File: src/rtl/id_stage_pipe.sv
// Pipelined decode stage: register file, immediate generation, operand-2 select,
// store-data formatting and a valid/ready ID/EX register. Optional macro: ID_WB_BYPASS_EN.
module id_stage_pipe #(
  parameter int XLEN = 32,
  parameter int NREG = 32,
  parameter int AW   = 5
) (
  input  logic            clk,
  input  logic            rst,
  input  logic            in_valid,
  output logic            in_ready,
  input  logic [31:0]     in_instr,
  input  logic [XLEN-1:0] in_pc,
  input  logic            wb_en,
  input  logic [AW-1:0]   wb_rd,
  input  logic [XLEN-1:0] wb_data,
  input  logic            flush,
  output logic            out_valid,
  input  logic            out_ready,
  output logic [XLEN-1:0] out_pc,
  output logic [XLEN-1:0] out_rs1_data,
  output logic [XLEN-1:0] out_op2,
  output logic [XLEN-1:0] out_imm,
  output logic [XLEN-1:0] out_store_data,
  output logic [AW-1:0]   out_rd,
  output logic            out_regwen
);

  localparam int IW = $clog2(NREG);

  localparam logic [6:0] OP_LOAD   = 7'b0000011;
  localparam logic [6:0] OP_IMM    = 7'b0010011;
  localparam logic [6:0] OP_JALR   = 7'b1100111;
  localparam logic [6:0] OP_STORE  = 7'b0100011;
  localparam logic [6:0] OP_BRANCH = 7'b1100011;
  localparam logic [6:0] OP_LUI    = 7'b0110111;
  localparam logic [6:0] OP_AUIPC  = 7'b0010111;
  localparam logic [6:0] OP_JAL    = 7'b1101111;
  localparam logic [6:0] OP_REG    = 7'b0110011;

  function automatic logic signed [XLEN-1:0] imm_gen(input logic [31:0] ins);
    logic signed [31:0] imm32;
    case (ins[6:0])
      OP_LOAD, OP_IMM, OP_JALR: imm32 = {{20{ins[31]}}, ins[31:20]};
      OP_STORE:                 imm32 = {{20{ins[31]}}, ins[31:25], ins[11:7]};
      OP_BRANCH:                imm32 = {{19{ins[31]}}, ins[31], ins[7], ins[30:25], ins[11:8], 1'b0};
      OP_LUI, OP_AUIPC:         imm32 = {ins[31:12], 12'b0};
      OP_JAL:                   imm32 = {{11{ins[31]}}, ins[31], ins[19:12], ins[20], ins[30:21], 1'b0};
      default:                  imm32 = '0;
    endcase
    return XLEN'(imm32);
  endfunction

  function automatic logic [XLEN-1:0] store_fmt(input logic [2:0] f3, input logic [XLEN-1:0] rs2);
    case (f3)
      3'b000:  return XLEN'(rs2[7:0]);
      3'b001:  return XLEN'(rs2[15:0]);
      3'b011:  return (XLEN == 64) ? rs2 : XLEN'(rs2[31:0]);
      default: return XLEN'(rs2[31:0]);
    endcase
  endfunction

  function automatic logic writes_rd(input logic [6:0] op);
    case (op)
      OP_REG, OP_LOAD, OP_IMM, OP_JALR, OP_LUI, OP_AUIPC, OP_JAL: return 1'b1;
      default: return 1'b0;
    endcase
  endfunction

  function automatic logic idx_valid(input logic [AW-1:0] idx);
    return (idx != '0) && (32'(idx) < NREG);
  endfunction

  logic [XLEN-1:0] regs [NREG];
  logic            wb_hit;

  assign wb_hit = wb_en && idx_valid(wb_rd);

  always_ff @(posedge clk) begin
    if (rst) begin
      for (int i = 0; i < NREG; i++) regs[i] <= '0;
    end else if (wb_hit) begin
      regs[wb_rd[IW-1:0]] <= wb_data;
    end
  end

  // ---- p0: combinational decode of the instruction at the stage input ----
  logic [AW-1:0]   rs1_idx_p0, rs2_idx_p0, rd_p0;
  logic [6:0]      opcode_p0;
  logic [XLEN-1:0] rs1_rf_p0, rs2_rf_p0, rs1_data_p0, rs2_data_p0;
  logic [XLEN-1:0] imm_p0, op2_p0, store_p0;
  logic            regwen_p0;

  assign rs1_idx_p0 = in_instr[19:15];
  assign rs2_idx_p0 = in_instr[24:20];
  assign rd_p0      = in_instr[11:7];
  assign opcode_p0  = in_instr[6:0];

  assign rs1_rf_p0 = idx_valid(rs1_idx_p0) ? regs[rs1_idx_p0[IW-1:0]] : '0;
  assign rs2_rf_p0 = idx_valid(rs2_idx_p0) ? regs[rs2_idx_p0[IW-1:0]] : '0;

`ifdef ID_WB_BYPASS_EN
  assign rs1_data_p0 = (wb_hit && wb_rd == rs1_idx_p0) ? wb_data : rs1_rf_p0;
  assign rs2_data_p0 = (wb_hit && wb_rd == rs2_idx_p0) ? wb_data : rs2_rf_p0;
`else
  assign rs1_data_p0 = rs1_rf_p0;
  assign rs2_data_p0 = rs2_rf_p0;
`endif

  assign imm_p0    = imm_gen(in_instr);
  assign op2_p0    = (opcode_p0 == OP_REG || opcode_p0 == OP_BRANCH) ? rs2_data_p0 : imm_p0;
  assign store_p0  = (opcode_p0 == OP_STORE) ? store_fmt(in_instr[14:12], rs2_data_p0) : rs2_data_p0;
  assign regwen_p0 = writes_rd(opcode_p0) && (rd_p0 != '0);

  // ---- p1: ID/EX register with valid/ready handshake ----
  logic            vld_p1;
  logic [XLEN-1:0] pc_p1, rs1_data_p1, op2_p1, imm_p1, store_p1;
  logic [AW-1:0]   rd_p1;
  logic            regwen_p1;
  logic            capture;

  assign in_ready = !vld_p1 || out_ready;
  assign capture  = in_valid && in_ready && !flush;

  always_ff @(posedge clk) begin
    if (rst) begin
      vld_p1      <= 1'b0;
      pc_p1       <= '0;
      rs1_data_p1 <= '0;
      op2_p1      <= '0;
      imm_p1      <= '0;
      store_p1    <= '0;
      rd_p1       <= '0;
      regwen_p1   <= 1'b0;
    end else begin
      if (flush)             vld_p1 <= 1'b0;
      else if (capture)      vld_p1 <= 1'b1;
      else if (out_ready)    vld_p1 <= 1'b0;
      if (capture) begin
        pc_p1       <= in_pc;
        rs1_data_p1 <= rs1_data_p0;
        op2_p1      <= op2_p0;
        imm_p1      <= imm_p0;
        store_p1    <= store_p0;
        rd_p1       <= rd_p0;
        regwen_p1   <= regwen_p0;
      end
    end
  end

  assign out_valid      = vld_p1;
  assign out_pc         = pc_p1;
  assign out_rs1_data   = rs1_data_p1;
  assign out_op2        = op2_p1;
  assign out_imm        = imm_p1;
  assign out_store_data = store_p1;
  assign out_rd         = rd_p1;
  assign out_regwen     = regwen_p1;

endmodule

File: config.mk
export PLATFORM = sky130hd
export DESIGN_NAME = id_stage_pipe
export DESIGN_NICKNAME = d
export VERILOG_FILES = /design/src/rtl/id_stage_pipe.sv
export SDC_FILE = /design/constraint.sdc
export NUM_CORES = 2
export LEC_CHECK = 0
export CAP_MARGIN = 20
export CORE_MARGIN = 3
export CORE_UTILIZATION = 30
export DETAILED_ROUTE_END_ITERATION = 10
export GPL_ROUTABILITY_DRIVEN = 0
export GPL_TIMING_DRIVEN = 0
export SLEW_MARGIN = 5
export SYNTH_ARGS = -nofsm -noshare
export SYNTH_HDL_FRONTEND = slang
export SYNTH_SLANG_ARGS = --single-unit
File: constraint.sdc
create_clock -name clk -period 4.44 [get_ports clk]
set_clock_uncertainty 0.2 [all_clocks]
set_input_delay 1.11 -clock clk [delete_from_list [all_inputs] [get_ports clk]]
set_output_delay 1.11 -clock clk [all_outputs]
set_load 0.01 [all_outputs]
==> summary.md <==
| Metric | Value |
|---|---|
| Status | complete, but fails checks |
| Port Buffer Count | roughly 270 |
| Number of global-route vias before repair | ~40k |
| Worst slew pin tran | ~1300 ps |
| Hold_buf cts | 0 |
| Design area | approximately 72,000 sq um |
| Starting density of the core | 30.2% |
| Largest family of logic cells by synthesized area | multiplexers |
| Synth Flop Type | edfxtp_1 |
| Final WS setup | -167 ps |
| Post-Syn Instances | around 4.2k |
| CP Launch Type | input port |
| Pwr dens | ~390 nW/um^2 |
| GRT Util Overall | between 20 and 25% |
| Worst r2r dst | out_rs1_data[13]$_SDFFE_PP0P_ |
| Die Ht | roughly 460 um |
| Initial antenna violation count | 13 |
| NumNets Final | 4,767 |
| Hold Path Depth | 1 |
| Final core occ | approximately 36% |
| Post-synthesis adder-cell area fraction | 0% |
| Die area | around 210,000 sq um |
| Worst Reg2Reg Path Length in Cells | 7 |
| Mux contribution to synthesized area | 22.0% |
| Drc violations | 0 |
| Worst r2r src | out_valid$_SDFFE_PP0P_ |
| Compound-Gate Fraction of Synth Area | ~5.4% |
| Vias | approximately 42k |
| Tmin final | 4610 ps |
| Synth Register Bits | between 1k and 1.5k |
| CTS tree | yes |
| Post-Synth XOR/XNOR Area | less than 1% |
| Count of pins over their slew limit | 0 |
| Syn Area/Cell | roughly 14 sq um |
| Simple-Gate Fraction of Synth Area | approximately an eighth |
| DR WL/cell | 32.0 um |
| Hold Violations, Final | 0 |
| Max Fclk | around 0.22 GHz |
| Share of cells above drive strength 1 | between 10% and 20% |
| Hold Crit Class | reg -> reg |
| First-pass GRT wire length | approximately 320,000 um |
| CTS Sinks | 1,191 |
| H-tree Lvls | 4 |
| Routed vias/inst | 5.60 |
| Hold endpoint | out_store_data[7]$_SDFFE_PP0P_ |
| 1st-iter DRT viols | ~5.5k |
| Worst skew pair latency | 810 ps |
| WP data required | between 4000 and 5000 ps |
| I/O pin cnt | between 200 and 300 |
| DR pass1 iterations | 5 |
| Largest net degree at the start of global routing | 33 |
| Die Wd | ~460 um |
| Failing checks | negative setup slack |
| Clock-pin slew on the worst setup and hold paths | around 60 ps |
| Final HPWL DP | 175,000 um |
| Synth Warn # | 0 |
| Dpl cell area | between 60,000 and 70,000 sq um |
| Gr ovfl total | 0 |
| Worst Path Max Fanout | 10 |
| Max Cap Viol | 0 |
| RSZ-0062 raised after global routing | no |
| Area of the core | about 200,000 sq um |
| Slew headroom | 15.7% |
| Leakage Power | between 20 and 25 nW |
| CP arrival | about 5000 ps |
| Root Driver | clkbuf_16 |
| Worst VDD drop | 0.000429 V |
| Register area share after synthesis | a little under three fifths |
| Cell Area, Synth | a little over 60,000 sq um |
| Hold Crit Start | out_store_data[7]$_SDFFE_PP0P_ |
| Final setup viols | 18 |
| Period utilisation layout | 104% |
| CP Class | in -> reg |
| R2R Setup Slk | 450 ps |
| Clock Path Buffers | 3 |
| Yosys cell types | 65 |
| Num rows | about 160 |
| Synth-to-Final Area Change | 18.3% |
| Antenna-violating nets left | 0 |
| Final WL | between 200,000 and 250,000 um |
| CTS Buf Count | 130 |
| Post-synth EDFFs | just over 1k |
| Post-synthesis async set-or-reset flop share | 0% |
| Crit. End Element | register |
## metrics by stage
stage          hold slack (ps)  total power [mW]  worst slack, ps  instances   TNS, ps
3_5_place_dp               240              16.8            -1040       7180   -984300
3_3_place_gp               233              16.6            -1220       7147  -1095310
6_report                   250              27.7             -167       7429      -766
4_1_cts                    254              27.6             15.8       7417         0
2_1_floorplan              276              15.1             1260       4223         0
5_1_grt                    265              28.3             2.75       7423         0
## kinds of logic after synthesis
| logic type | after synthesis |
|---|---|
| AOI/OAI and AO/OA | 444 |
| xor gates and xnor gates | 1 |
| buffers and inverters | 439 |
| DFF | 1191 |
| muxes | 762 |
| other | 1 |
| and+or+nand+nor | 1354 |
## registers in the layout, summed over array words and instances (netlist names)
register and cells:
out_imm 32, out_op2 32, out_pc 32, out_rd 5, out_regwen 1, out_rs1_data 32
out_store_data 32, out_valid 1, regs 1024
## where the power goes
| part | total (mW) | switching (mW) | internal [mW] |
|---|---|---|---|
| Clock | 11.1 | 4.79 | 6.29 |
| Sequential | 13.1 | 0.339 | 12.7 |
| Combinational | 3.55 | 2.15 | 1.41 |
| Total | 27.7 | 7.28 | 20.4 |
## critical path, stage by stage
cell and delay [ps]:
clkdlybuf4s50_1 720, buf_2 300, nand3b_1 390, clkbuf_1 690
o21ai_0 250, a2111oi_2 710, a21oi_1 450, a221o_1 440
## layout by cell type, fill, tap and decap left out, drive strengths merged, types with 13 or more instances in the layout
cell,count
a211oi,56
a21oi,106
a221o,20
a221oi,13
a22o,29
a22oi,76
a32o,30
and2,998
buf,155
clkbuf,491
clkdlybuf4s50,268
clkinv,46
conb,32
dfxtp,167
edfxtp,1024
inv,15
mux2,29
mux2i,283
mux4,450
nand2,138
nand3,14
nor2,101
o21ai,27
o221ai,17
o22ai,32
or2,41
## final cells by class
class                      count  area, sq um
sequential                  1191        34100
timing repair buffer         306         3280
clock buffer                 179         3760
tap                         2656         3320
clock inverter                59          500
inverter                       8         30.0
multi-input combinational   2593        24600
fill                       19100       128000
buffer                       430         1960
antenna                        7         17.5
## worst max-delay path by stage
stage | startpoint | to | slack [ps] | depth (start not counted)
floorplan | in_instr[20] | out_op2[18]$_SDFFE_PP0P_ | 1260 | 10
global placement | in_instr[23] | out_op2[25]$_SDFFE_PP0P_ | -1220 | 7
detailed placement | in_instr[23] | out_op2[21]$_SDFFE_PP0P_ | -1040 | 9
CTS | in_instr[23] | out_op2[30]$_SDFFE_PP0P_ | 20 | 9
global route | in_instr[21] | out_store_data[8]$_SDFFE_PP0P_ | 3 | 9
finish | in_instr[23] | out_op2[16]$_SDFFE_PP0P_ | -170 | 8
## per-layer routing
layer	share of wire, %	track usage [%]	routed length (um)	up-vias
met4	5.9	12.0	14100	12
met2	44	34.2	106000	2732
met1	38	28.2	89600	21500
met5	0.026	0	61	-
li1	-	-	-	16900
met3	12	7.00	28200	490
## Yosys cell counts, types with 8 or more instances
cell type	instances	area share, %
mux4_2	450	17
nand3b_1	10	0.12
buf_6	24	0.45
o221ai_1	17	0.25
a22o_1	29	0.42
o21ai_0	23	0.19
a22oi_1	76	0.94
o22ai_1	32	0.33
a32o_1	30	0.50
edfxtp_1	1024	51
a21oi_1	106	0.88
and2_1	998	10
buf_4	12	0.15
a221oi_1	13	0.19
nor2b_1	10	0.10
mux2i_1	283	4.7
dfxtp_1	167	5.5
clkbuf_1	310	1.9
a221o_1	20	0.33
nand2_1	138	0.86
buf_2	57	0.47
mux2_2	29	0.54
nand3_1	14	0.12
nor3_1	10	0.083
nor2_1	101	0.63
a21o_1	8	0.099
a211oi_1	55	0.68
buf_1	26	0.16
or2_2	40	0.41
## repair_timing
item,CTS,global route
setup buffers,0,0
resized for setup,17,17
setup endpoints to repair,337,187
pin swaps,0,0
No activity file was read; power rests on OpenSTA's default activity.
